[src/rtl/id_ex_stage_reg_pkg.sv]
// ---------------------------------------------------------------------------
// pipe_pkg : shared pipeline definitions for the ID/EX stage register.
//   CTRL_W          width of the Controller control bundle
//   CTRL_*          bit positions inside the bundle
//                   {MemtoReg,MemWrite,Branch[1:0],ALUOP[2:0],ALUSrc,RegDst,RegWrite,SgnZero}
//   CTRL_BUBBLE     all-zero bundle: RegWrite=0, MemWrite=0, Branch=00, i.e. a NOP
//   aluop_e         ALUOP field encodings
// ---------------------------------------------------------------------------
package pipe_pkg;

  localparam int CTRL_W         = 11;
  localparam int CTRL_MEMTOREG  = 10;
  localparam int CTRL_MEMWRITE  = 9;
  localparam int CTRL_BRANCH_HI = 8;
  localparam int CTRL_BRANCH_LO = 7;
  localparam int CTRL_ALUOP_HI  = 6;
  localparam int CTRL_ALUOP_LO  = 4;
  localparam int CTRL_ALUSRC    = 3;
  localparam int CTRL_REGDST    = 2;
  localparam int CTRL_REGWRITE  = 1;
  localparam int CTRL_SGNZERO   = 0;

  localparam logic [CTRL_W-1:0] CTRL_BUBBLE = 11'b000_0000_0000;

  typedef enum logic [2:0] {
    ALUOP_ADD   = 3'b000,
    ALUOP_SUB   = 3'b001,
    ALUOP_RTYPE = 3'b010,
    ALUOP_AND   = 3'b011,
    ALUOP_OR    = 3'b100,
    ALUOP_SLT   = 3'b101,
    ALUOP_LUI   = 3'b110,
    ALUOP_XOR   = 3'b111
  } aluop_e;

endpackage

[src/rtl/id_ex_stage_reg_if.sv]
// ---------------------------------------------------------------------------
// id_ex_stage_reg_if : ID-side inputs and EX-side outputs of the ID/EX register.
//   master : decode side / testbench (drives id_*, observes ex_*)
//   slave  : the stage register (consumes id_*, drives ex_*)
// ---------------------------------------------------------------------------
interface id_ex_stage_reg_if
  import pipe_pkg::*;
#(
  parameter int DATA_W     = 32,
  parameter int REG_ADDR_W = 5
) ();

  logic                  id_valid;
  logic [CTRL_W-1:0]     id_ctrl;
  logic [DATA_W-1:0]     id_pc4;
  logic [DATA_W-1:0]     id_rs_data;
  logic [DATA_W-1:0]     id_rt_data;
  logic [15:0]           id_imm16;
  logic [REG_ADDR_W-1:0] id_rs;
  logic [REG_ADDR_W-1:0] id_rt;
  logic [REG_ADDR_W-1:0] id_rd;

  logic                  ex_valid;
  logic [CTRL_W-1:0]     ex_ctrl;
  logic [DATA_W-1:0]     ex_pc4;
  logic [DATA_W-1:0]     ex_rs_data;
  logic [DATA_W-1:0]     ex_rt_data;
  logic [DATA_W-1:0]     ex_imm;
  logic [REG_ADDR_W-1:0] ex_rs;
  logic [REG_ADDR_W-1:0] ex_rt;
  logic [REG_ADDR_W-1:0] ex_rd;

  modport master (
    output id_valid, id_ctrl, id_pc4, id_rs_data, id_rt_data, id_imm16, id_rs, id_rt, id_rd,
    input  ex_valid, ex_ctrl, ex_pc4, ex_rs_data, ex_rt_data, ex_imm, ex_rs, ex_rt, ex_rd
  );

  modport slave (
    input  id_valid, id_ctrl, id_pc4, id_rs_data, id_rt_data, id_imm16, id_rs, id_rt, id_rd,
    output ex_valid, ex_ctrl, ex_pc4, ex_rs_data, ex_rt_data, ex_imm, ex_rs, ex_rt, ex_rd
  );

endinterface

[src/rtl/id_ex_stage_reg_load_use_detect.sv]
// ---------------------------------------------------------------------------
// load_use_detect : combinational load-use hazard detector.
//   A load sitting in EX whose destination (rt) is read by the instruction in
//   ID cannot be forwarded in time; register $0 never creates a dependency.
//   ex_valid, ex_memtoreg, ex_rt : state of the EX slot
//   id_valid, id_rs, id_rt       : instruction currently in ID
//   hazard                       : ID must wait one cycle
// ---------------------------------------------------------------------------
module load_use_detect #(
  parameter int REG_ADDR_W = 5
) (
  input  logic                  ex_valid,
  input  logic                  ex_memtoreg,
  input  logic [REG_ADDR_W-1:0] ex_rt,
  input  logic                  id_valid,
  input  logic [REG_ADDR_W-1:0] id_rs,
  input  logic [REG_ADDR_W-1:0] id_rt,
  output logic                  hazard
);

  logic rt_nonzero_s;
  logic rt_match_s;

  assign rt_nonzero_s = (ex_rt != {REG_ADDR_W{1'b0}});
  assign rt_match_s   = (ex_rt == id_rs) | (ex_rt == id_rt);
  assign hazard       = ex_valid & ex_memtoreg & rt_nonzero_s & rt_match_s & id_valid;

endmodule

[src/rtl/id_ex_stage_reg.sv]
// ---------------------------------------------------------------------------
// id_ex_stage_reg : ID/EX pipeline register.
//   Latches the Controller bundle, operands and specifiers each cycle, forms the
//   extended immediate (SgnZero=1 zero-extends, else sign-extends), and loads a
//   bubble (everything zero) on flush, load-use hazard or invalid decode, in that
//   priority. stall_o freezes PC and IF/ID while a load-use bubble is inserted;
//   a flush in the same cycle wins and suppresses the stall.
// Ports:
//   clk, rst_n   clock, asynchronous active-low reset
//   flush        branch taken in EX, kill the ID instruction
//   stall_o      load-use hazard (combinational)
//   bus          id_ex_stage_reg_if.slave : id_* in, ex_* out (registered)
//   bubble_cnt, flush_cnt  saturating perf counters (ID_EX_PERF_CNT_EN only)
// Configuration macro: ID_EX_PERF_CNT_EN
// ---------------------------------------------------------------------------
module id_ex_stage_reg
  import pipe_pkg::*;
#(
  parameter int DATA_W     = 32,
  parameter int REG_ADDR_W = 5
`ifdef ID_EX_PERF_CNT_EN
  ,
  parameter int CNT_W      = 16
`endif
) (
  input  logic             clk,
  input  logic             rst_n,
  input  logic             flush,
  output logic             stall_o,
  id_ex_stage_reg_if.slave bus
`ifdef ID_EX_PERF_CNT_EN
  ,
  output logic [CNT_W-1:0] bubble_cnt,
  output logic [CNT_W-1:0] flush_cnt
`endif
);

  logic                  hazard_s;
  logic                  bubble_s;
  logic [DATA_W-1:0]     imm_ext_s;

  logic                  valid_s,   valid_r;
  logic [CTRL_W-1:0]     ctrl_s,    ctrl_r;
  logic [DATA_W-1:0]     pc4_s,     pc4_r;
  logic [DATA_W-1:0]     rs_data_s, rs_data_r;
  logic [DATA_W-1:0]     rt_data_s, rt_data_r;
  logic [DATA_W-1:0]     imm_s,     imm_r;
  logic [REG_ADDR_W-1:0] rs_s,      rs_r;
  logic [REG_ADDR_W-1:0] rt_s,      rt_r;
  logic [REG_ADDR_W-1:0] rd_s,      rd_r;

  // Hazard looks at the registered EX slot, so an async reset clears it at once.
  load_use_detect #(.REG_ADDR_W(REG_ADDR_W)) u_load_use_detect (
    .ex_valid    (valid_r),
    .ex_memtoreg (ctrl_r[CTRL_MEMTOREG]),
    .ex_rt       (rt_r),
    .id_valid    (bus.id_valid),
    .id_rs       (bus.id_rs),
    .id_rt       (bus.id_rt),
    .hazard      (hazard_s)
  );

  assign stall_o  = hazard_s & ~flush;
  assign bubble_s = flush | hazard_s | ~bus.id_valid;

  // Immediate extension ahead of the register.
  always_comb begin
    if (bus.id_ctrl[CTRL_SGNZERO]) begin
      imm_ext_s = {{(DATA_W-16){1'b0}}, bus.id_imm16};
    end else begin
      imm_ext_s = {{(DATA_W-16){bus.id_imm16[15]}}, bus.id_imm16};
    end
  end

  // Bubble mux: a bubble zeroes every field so EX sees an architectural NOP.
  always_comb begin
    valid_s   = 1'b0;
    ctrl_s    = CTRL_BUBBLE;
    pc4_s     = {DATA_W{1'b0}};
    rs_data_s = {DATA_W{1'b0}};
    rt_data_s = {DATA_W{1'b0}};
    imm_s     = {DATA_W{1'b0}};
    rs_s      = {REG_ADDR_W{1'b0}};
    rt_s      = {REG_ADDR_W{1'b0}};
    rd_s      = {REG_ADDR_W{1'b0}};
    if (bubble_s) begin
      valid_s = 1'b0;
    end else begin
      valid_s   = 1'b1;
      ctrl_s    = bus.id_ctrl;
      pc4_s     = bus.id_pc4;
      rs_data_s = bus.id_rs_data;
      rt_data_s = bus.id_rt_data;
      imm_s     = imm_ext_s;
      rs_s      = bus.id_rs;
      rt_s      = bus.id_rt;
      rd_s      = bus.id_rd;
    end
  end

  // ID/EX register bank.
  always_ff @(posedge clk or negedge rst_n) begin
    if (!rst_n) begin
      valid_r   <= 1'b0;
      ctrl_r    <= CTRL_BUBBLE;
      pc4_r     <= {DATA_W{1'b0}};
      rs_data_r <= {DATA_W{1'b0}};
      rt_data_r <= {DATA_W{1'b0}};
      imm_r     <= {DATA_W{1'b0}};
      rs_r      <= {REG_ADDR_W{1'b0}};
      rt_r      <= {REG_ADDR_W{1'b0}};
      rd_r      <= {REG_ADDR_W{1'b0}};
    end else begin
      valid_r   <= valid_s;
      ctrl_r    <= ctrl_s;
      pc4_r     <= pc4_s;
      rs_data_r <= rs_data_s;
      rt_data_r <= rt_data_s;
      imm_r     <= imm_s;
      rs_r      <= rs_s;
      rt_r      <= rt_s;
      rd_r      <= rd_s;
    end
  end

  assign bus.ex_valid   = valid_r;
  assign bus.ex_ctrl    = ctrl_r;
  assign bus.ex_pc4     = pc4_r;
  assign bus.ex_rs_data = rs_data_r;
  assign bus.ex_rt_data = rt_data_r;
  assign bus.ex_imm     = imm_r;
  assign bus.ex_rs      = rs_r;
  assign bus.ex_rt      = rt_r;
  assign bus.ex_rd      = rd_r;

`ifdef ID_EX_PERF_CNT_EN
  logic [CNT_W-1:0] bubble_cnt_r;
  logic [CNT_W-1:0] flush_cnt_r;

  // Bubble counter: any bubble load, saturating at all-ones.
  always_ff @(posedge clk or negedge rst_n) begin
    if (!rst_n) begin
      bubble_cnt_r <= {CNT_W{1'b0}};
    end else if (bubble_s && (bubble_cnt_r != {CNT_W{1'b1}})) begin
      bubble_cnt_r <= bubble_cnt_r + {{(CNT_W-1){1'b0}}, 1'b1};
    end else begin
      bubble_cnt_r <= bubble_cnt_r;
    end
  end

  // Flush counter: every cycle with flush high, saturating at all-ones.
  always_ff @(posedge clk or negedge rst_n) begin
    if (!rst_n) begin
      flush_cnt_r <= {CNT_W{1'b0}};
    end else if (flush && (flush_cnt_r != {CNT_W{1'b1}})) begin
      flush_cnt_r <= flush_cnt_r + {{(CNT_W-1){1'b0}}, 1'b1};
    end else begin
      flush_cnt_r <= flush_cnt_r;
    end
  end

  assign bubble_cnt = bubble_cnt_r;
  assign flush_cnt  = flush_cnt_r;
`endif

endmodule

[src/flat_wrapper.sv]
// flat-port wrapper written by rule: the top's interface ports become plain ports
module id_ex_stage_reg_flat import pipe_pkg::*;
#(
  parameter int DATA_W     = 32,
  parameter int REG_ADDR_W = 5

)
  (clk, rst_n, flush, stall_o, bus_id_valid, bus_id_ctrl, bus_id_pc4, bus_id_rs_data, bus_id_rt_data, bus_id_imm16, bus_id_rs, bus_id_rt, bus_id_rd, bus_ex_valid, bus_ex_ctrl, bus_ex_pc4, bus_ex_rs_data, bus_ex_rt_data, bus_ex_imm, bus_ex_rs, bus_ex_rt, bus_ex_rd);
  id_ex_stage_reg_if #(.DATA_W(DATA_W), .REG_ADDR_W(REG_ADDR_W)) bus_i ();
  input  logic clk;
  input  logic rst_n;
  input  logic flush;
  output logic stall_o;
  input wire logic [$bits(bus_i.id_valid)-1:0] bus_id_valid;
  input wire logic [$bits(bus_i.id_ctrl)-1:0] bus_id_ctrl;
  input wire logic [$bits(bus_i.id_pc4)-1:0] bus_id_pc4;
  input wire logic [$bits(bus_i.id_rs_data)-1:0] bus_id_rs_data;
  input wire logic [$bits(bus_i.id_rt_data)-1:0] bus_id_rt_data;
  input wire logic [$bits(bus_i.id_imm16)-1:0] bus_id_imm16;
  input wire logic [$bits(bus_i.id_rs)-1:0] bus_id_rs;
  input wire logic [$bits(bus_i.id_rt)-1:0] bus_id_rt;
  input wire logic [$bits(bus_i.id_rd)-1:0] bus_id_rd;
  output wire logic [$bits(bus_i.ex_valid)-1:0] bus_ex_valid;
  output wire logic [$bits(bus_i.ex_ctrl)-1:0] bus_ex_ctrl;
  output wire logic [$bits(bus_i.ex_pc4)-1:0] bus_ex_pc4;
  output wire logic [$bits(bus_i.ex_rs_data)-1:0] bus_ex_rs_data;
  output wire logic [$bits(bus_i.ex_rt_data)-1:0] bus_ex_rt_data;
  output wire logic [$bits(bus_i.ex_imm)-1:0] bus_ex_imm;
  output wire logic [$bits(bus_i.ex_rs)-1:0] bus_ex_rs;
  output wire logic [$bits(bus_i.ex_rt)-1:0] bus_ex_rt;
  output wire logic [$bits(bus_i.ex_rd)-1:0] bus_ex_rd;
  assign bus_i.id_valid = bus_id_valid;
  assign bus_i.id_ctrl = bus_id_ctrl;
  assign bus_i.id_pc4 = bus_id_pc4;
  assign bus_i.id_rs_data = bus_id_rs_data;
  assign bus_i.id_rt_data = bus_id_rt_data;
  assign bus_i.id_imm16 = bus_id_imm16;
  assign bus_i.id_rs = bus_id_rs;
  assign bus_i.id_rt = bus_id_rt;
  assign bus_i.id_rd = bus_id_rd;
  assign bus_ex_valid = bus_i.ex_valid;
  assign bus_ex_ctrl = bus_i.ex_ctrl;
  assign bus_ex_pc4 = bus_i.ex_pc4;
  assign bus_ex_rs_data = bus_i.ex_rs_data;
  assign bus_ex_rt_data = bus_i.ex_rt_data;
  assign bus_ex_imm = bus_i.ex_imm;
  assign bus_ex_rs = bus_i.ex_rs;
  assign bus_ex_rt = bus_i.ex_rt;
  assign bus_ex_rd = bus_i.ex_rd;
  id_ex_stage_reg #(.DATA_W(DATA_W), .REG_ADDR_W(REG_ADDR_W)) u_core (.clk(clk), .rst_n(rst_n), .flush(flush), .stall_o(stall_o), .bus(bus_i));
endmodule
[config.mk]
export PLATFORM = sky130hd
export DESIGN_NAME = id_ex_stage_reg_flat
export DESIGN_NICKNAME = d
export VERILOG_FILES = /design/src/rtl/id_ex_stage_reg_pkg.sv /design/src/rtl/id_ex_stage_reg_if.sv /design/src/rtl/id_ex_stage_reg_load_use_detect.sv /design/src/rtl/id_ex_stage_reg.sv /design/src/flat_wrapper.sv
export SDC_FILE = /design/constraint.sdc
export NUM_CORES = 1
export LEC_CHECK = 0
export CORE_ASPECT_RATIO = 0.9
export CORE_MARGIN = 5
export CORE_UTILIZATION = 41
export DETAILED_ROUTE_END_ITERATION = 16
export GPL_TIMING_DRIVEN = 0
export MAX_ROUTING_LAYER = met4
export PLACE_DENSITY = 0.85
export SYNTH_ARGS = -nofsm -noshare
export SYNTH_HDL_FRONTEND = slang
export SYNTH_SLANG_ARGS = --single-unit
export TNS_END_PERCENT = 10
[constraint.sdc]
create_clock -name clk -period 4.6 [get_ports clk]
set_input_delay 1.15 -clock clk [delete_from_list [all_inputs] [get_ports clk]]
set_output_delay 1.15 -clock clk [all_outputs]
set_load 0.01 [all_outputs]
### Yosys cells after proc, flatten, opt, wreduce, memory -nomap -nowiden

Index checks and enable logic that the tools add are counted.

* output and inout bits: 156
* logic and storage cells: 32
* memory bits (read-only): 0
* RAM bits: 0
* register bits after elaboration: 155
* latch bits: 0
* input port bits: 142
* memories kept: 0

* divide/modulo/power cells: 0
* equal/unequal tests: 2
* multiplexer cells: 10
* $lt $le $gt $ge: 0
* bitwise operators: 10
* add/sub/neg operators: 0
* multiply operators: 0
* reductions and logical operators: 1
* shift operators: 0

Operator list (count)
* $mux W32: 5
* $mux W5: 3
* $mux W11: 1
* $eq A5 B5 Y1: 2
* $and A1 B1 Y1: 5
* $reduce_bool A5 Y1: 1
* $or A1 B1 Y1: 3
* $not A1 Y1: 2
* $mux W1: 1

### Depth between registers and ports, before layout

* word-level depth: 7
* depth in mapped cells: 6
* gate-level depth less buffers: 4

### Modules after synthesis

A second synthesis with hierarchy kept.

* cells, all modules: 328
* area, all modules: 4719.5 um^2

By module, submodules not included
* id_ex_stage_reg: times used 1, area each 4590.7 um^2, seq. area each 3503.4 um^2, cells each 311
* load_use_detect: times used 1, area each 128.9 um^2, seq. area each 0.0 um^2, cells each 17

### Least setup slack after synthesis

No wires, ideal clock.

* path type: input to output
* from: input bus_id_rs[0]
* to: output stall_o
* path buffers: 0
* cell stages on the path: 4
* arrival: 1978 ps
* setup slack: 1472 ps
* data required time: 3450 ps
* cells stage by stage: xnor2_1 > nand3_1 > o22a_1 > nor3_1

* cells in the longest elaborated chain, start to end: 5

Ends and longest elaborated chain
* start: declaration: line flat_wrapper.sv:20 `input wire logic [$bits(bus_i.id_rs)-1:0] bus_id_rs;`
* $eq A5 B5 Y1: line id_ex_stage_reg_load_use_detect.sv:25 `assign rt_match_s = (ex_rt == id_rs) | (ex_rt == id_rt);`
* $or A1 B1 Y1: line id_ex_stage_reg_load_use_detect.sv:25
* $and A1 B1 Y1 (2 in series): line id_ex_stage_reg_load_use_detect.sv:26 `assign hazard = ex_valid & ex_memtoreg & rt_nonzero_s & rt_match_s & id_valid;`
* $and A1 B1 Y1: line id_ex_stage_reg.sv:63 `assign stall_o = hazard_s & ~flush;`
* end: declaration: line flat_wrapper.sv:13 `output logic stall_o;`

No other way between the ends.

### Worst setup path after layout

* from: input bus_id_valid
* to: output stall_o

* cells in the longest elaborated chain, start to end: 2

Ends and longest elaborated chain
* start: declaration: line flat_wrapper.sv:14 `input wire logic [$bits(bus_i.id_valid)-1:0] bus_id_valid;`
* $and A1 B1 Y1: line id_ex_stage_reg_load_use_detect.sv:26
* $and A1 B1 Y1: line id_ex_stage_reg.sv:63

No other way between the ends.

==> flow_summary_export.csv <==
group,metric,value,unit
outcome,outcome,"complete, no violations",
route,drtPass1Iterations,4,
timing,slew_violations,0,
pwr,ir_drop,0.0004184,V
global_route,gr-usage-all-layers,0.2373,
timing,fin_tns_setup,0,ns
logic_synthesis,yosysUniqueCellTypes,20,
timing,timing.fmax,237.5,MHz
logic_synthesis,yosysWarnings,0,
critical_path,cp_top_family,"buffers and inverters",
clocking,cts_buffer_depth,2,
timing,timing.final.crit_share,0.9154,
final_layout,multi_input_area,0.001403,sq mm
logic_synthesis,yosys-top-cells-area,"dfrtp_1 67%, a21oi_1 13%, nand2_1 9.7%",
timing,worstMarginPinSlew,0.5911,ns
logic_synthesis,syn_nets,639,
placement,post-dp-hpwl,13020,um
clocking,post_cts_resized,0,
route,vias,4801,
final_layout,stdcell_count,991,
clocking,cts.reportedPaths.clkPinSlew,0.06,ns
clocking,worst_skew_pair.late_latency,0.42,ns
floorplanning,ios,298,
global_route,first_global_vias,5022,
timing,hold_viol,0,
global_route,antenna_found_initial,0,
critical_path,worstSetupPathType,"in2out",
global_route,grtUsageMet3,0.05909,
final_layout,diodes,0,
logic_synthesis,ys_seq_elements,140,
critical_path,path_buf_inv,3,
logic_synthesis,ys_seq_area_frac,0.6676,
placement,dp.cells,959,
logic_synthesis,synth_top_area_frac,0.6676,
floorplanning,start_util,0.4152,
placement,gp_congestion,0.8798,
route,via_per_inst,4.845,
pwr,p_leak,4.067,nW
route,drtIter0Drc,287,
floorplanning,die_w,129.3,um
route,wl_per_cell,17.56,um
final_layout,area_growth,71.86,%
final_layout,nets,956,
final_layout,register_area,0.003503,sq mm
critical_path,end_kind,"output port",
critical_path,max_stage_delay,0.57,ns
logic_synthesis,synth_cells,497,
global_route,grt_pass1_wl,26820,um
logic_synthesis,synth_top_cell_by_area,"dfrtp_1",
clocking,h-tree-depth,4,
placement,place_area,0.008454,sq mm
clocking,cts_tree,"yes",
critical_path,cp.required,3.45,ns
pwr,cellPowerDensity,330.0,mW/mm^2
critical_path,cp-start-kind,"input port",
floorplanning,die_area,0.01516,sq mm
floorplanning,core-area,0.01264,sq mm
floorplanning,rows,39,
critical_path,crit_top_cell,"clkdlybuf4s50_1",
route,antenna_left,0,
route,drc,0,
timing,layout_min_cycle_time,4.211,ns
global_route,grt_use_met2,0.3854,
timing,hold_slack,0.6976,ns
route,wirelength,17400,um
clocking,holdBufCountCts,0,
critical_path,critPathArrivalTime,3.06,ns
final_layout,drive_gt1_frac,0.08464,
hold_path,min_path_type,"in2async",
run,cap_violations,0,
critical_path,cp_slowest_cell,"clkdlybuf4s50_1",
clocking,cts_setup_buffers,0,
timing,rsz0062_at_grt,"false",
placement,port_buffers,297,
final_layout,final_cell_mix,"296 x clkdlybuf4s50_1, 140 x dfrtp_1, 135 x nand2_1",
global_route,busiest_layer,"met2",
floorplanning,fp.dieH,117.3,um
global_route,overflow,0,
clocking,cts_sinks,140,
clocking,cts_root_buf,"clkbuf_16",
final_layout,layout_commonest_cell,"clkdlybuf4s50_1",
timing,fin_skew,0.01028,ns
logic_synthesis,synth_area,0.005248,sq mm
critical_path,crit_path_max_fanout,10,
timing,slew_headroom,0.6059,
timing,finalSetupViolCount,0,
global_route,grt_max_degree,84,
critical_path,crit_chain,"clkdlybuf4s50_1 -> nand3_1 -> a21oi_4 -> inv_1 -> nor3_1 -> clkdlybuf4s50_1",
global_route,grt_util_met1,0.2755,
final_layout,finalInstanceArea,0.009019,sq mm
logic_synthesis,syn_area_per_cell,10.56,sq um
final_layout,nFillCells,849,
clocking,numCtsBuffers,17,
[power breakdown]
group / leakage [nW] / switching, mW / internal, mW / total, mW
sequential: 1.88 / 0.0172 / 1.28 / 1.30
clock: 0.262 / 0.500 / 0.769 / 1.27
combinational: 1.92 / 0.175 / 0.235 / 0.410
[cell families after synthesis]
| kind of cell | Yosys count | share of synthesized area |
|---|---|---|
| compound gates | 143 | 0.1445 |
| simple gates | 143 | 0.1047 |
| xor+xnor | 10 | 0.01669 |
| flops | 140 | 0.6676 |
| buf+inv | 61 | 0.06652 |
[registers in the layout, indices dropped and copies added, names as in the netlist]
signal and cells:
u_core.bus.ex_pc4 32, u_core.bus.ex_rs_data 32, u_core.bus.ex_rt_data 32, u_core.bus.ex_imm 17, u_core.bus.ex_ctrl 11, u_core.bus.ex_rd 5
u_core.bus.ex_rs 5, u_core.bus.ex_rt 5, u_core.bus.ex_valid 1
[metrics by stage]
stage               setup slack (ns)    util  power [mW]
floorplan                      1.472       -       1.439
global placement              -2.780  0.6667       1.714
detailed placement            0.1353  0.6689       1.727
CTS                           0.1062  0.7130       2.998
global route                  0.2507  0.7136       3.088
finish                        0.3893  0.7136       2.976
[metal layers]
metal / vias up / share of wire
met3: 52 / 0.065
li1: 2247 / -
met1: 2293 / 0.38
met5: - / 0
met2: 209 / 0.51
met4: 0 / 0.040
[area by class of cell]
type,instances,share of cell area
flip-flops and latches,140,0.3885
repair buffers,298,0.3328
plain buffers,60,0.03829
clock inverters,10,0.01027
clock buffers,22,0.05147
multi-input cells,296,0.1555
inverters,1,0.0004162
well taps,164,0.02275
[cell usage after synthesis (all sizes together)]
master  number
o22ai        1
nand3b       1
a21oi      135
xnor2       10
nor2b        1
nor2         1
o22a         1
dfrtp      140
nor3         2
nand3        3
inv          1
nand2      135
o211a        5
a21boi       1
clkbuf      20
buf         40
[worst paths after layout]
check                           slack [ns]                   endpoint                 from  cells past startpoint
min in group clk                      0.99  u_core.bus.ex_rs_data[31]  u_core.bus.ex_valid                      4
worst min register to register        0.99  u_core.bus.ex_rs_data[31]  u_core.bus.ex_valid                      4
worst max register to register        2.64  u_core.bus.ex_rt_data[26]  u_core.bus.ex_rt[2]                      6
worst min-delay path                  0.70       u_core.bus.ex_imm[3]                rst_n                      1
max in group asynchronous             3.11  u_core.bus.ex_rs_data[14]                rst_n                      2
worst max-delay path                  0.39                    stall_o         bus_id_valid                      6
Note: power is estimated with default switching activity, not from simulation.
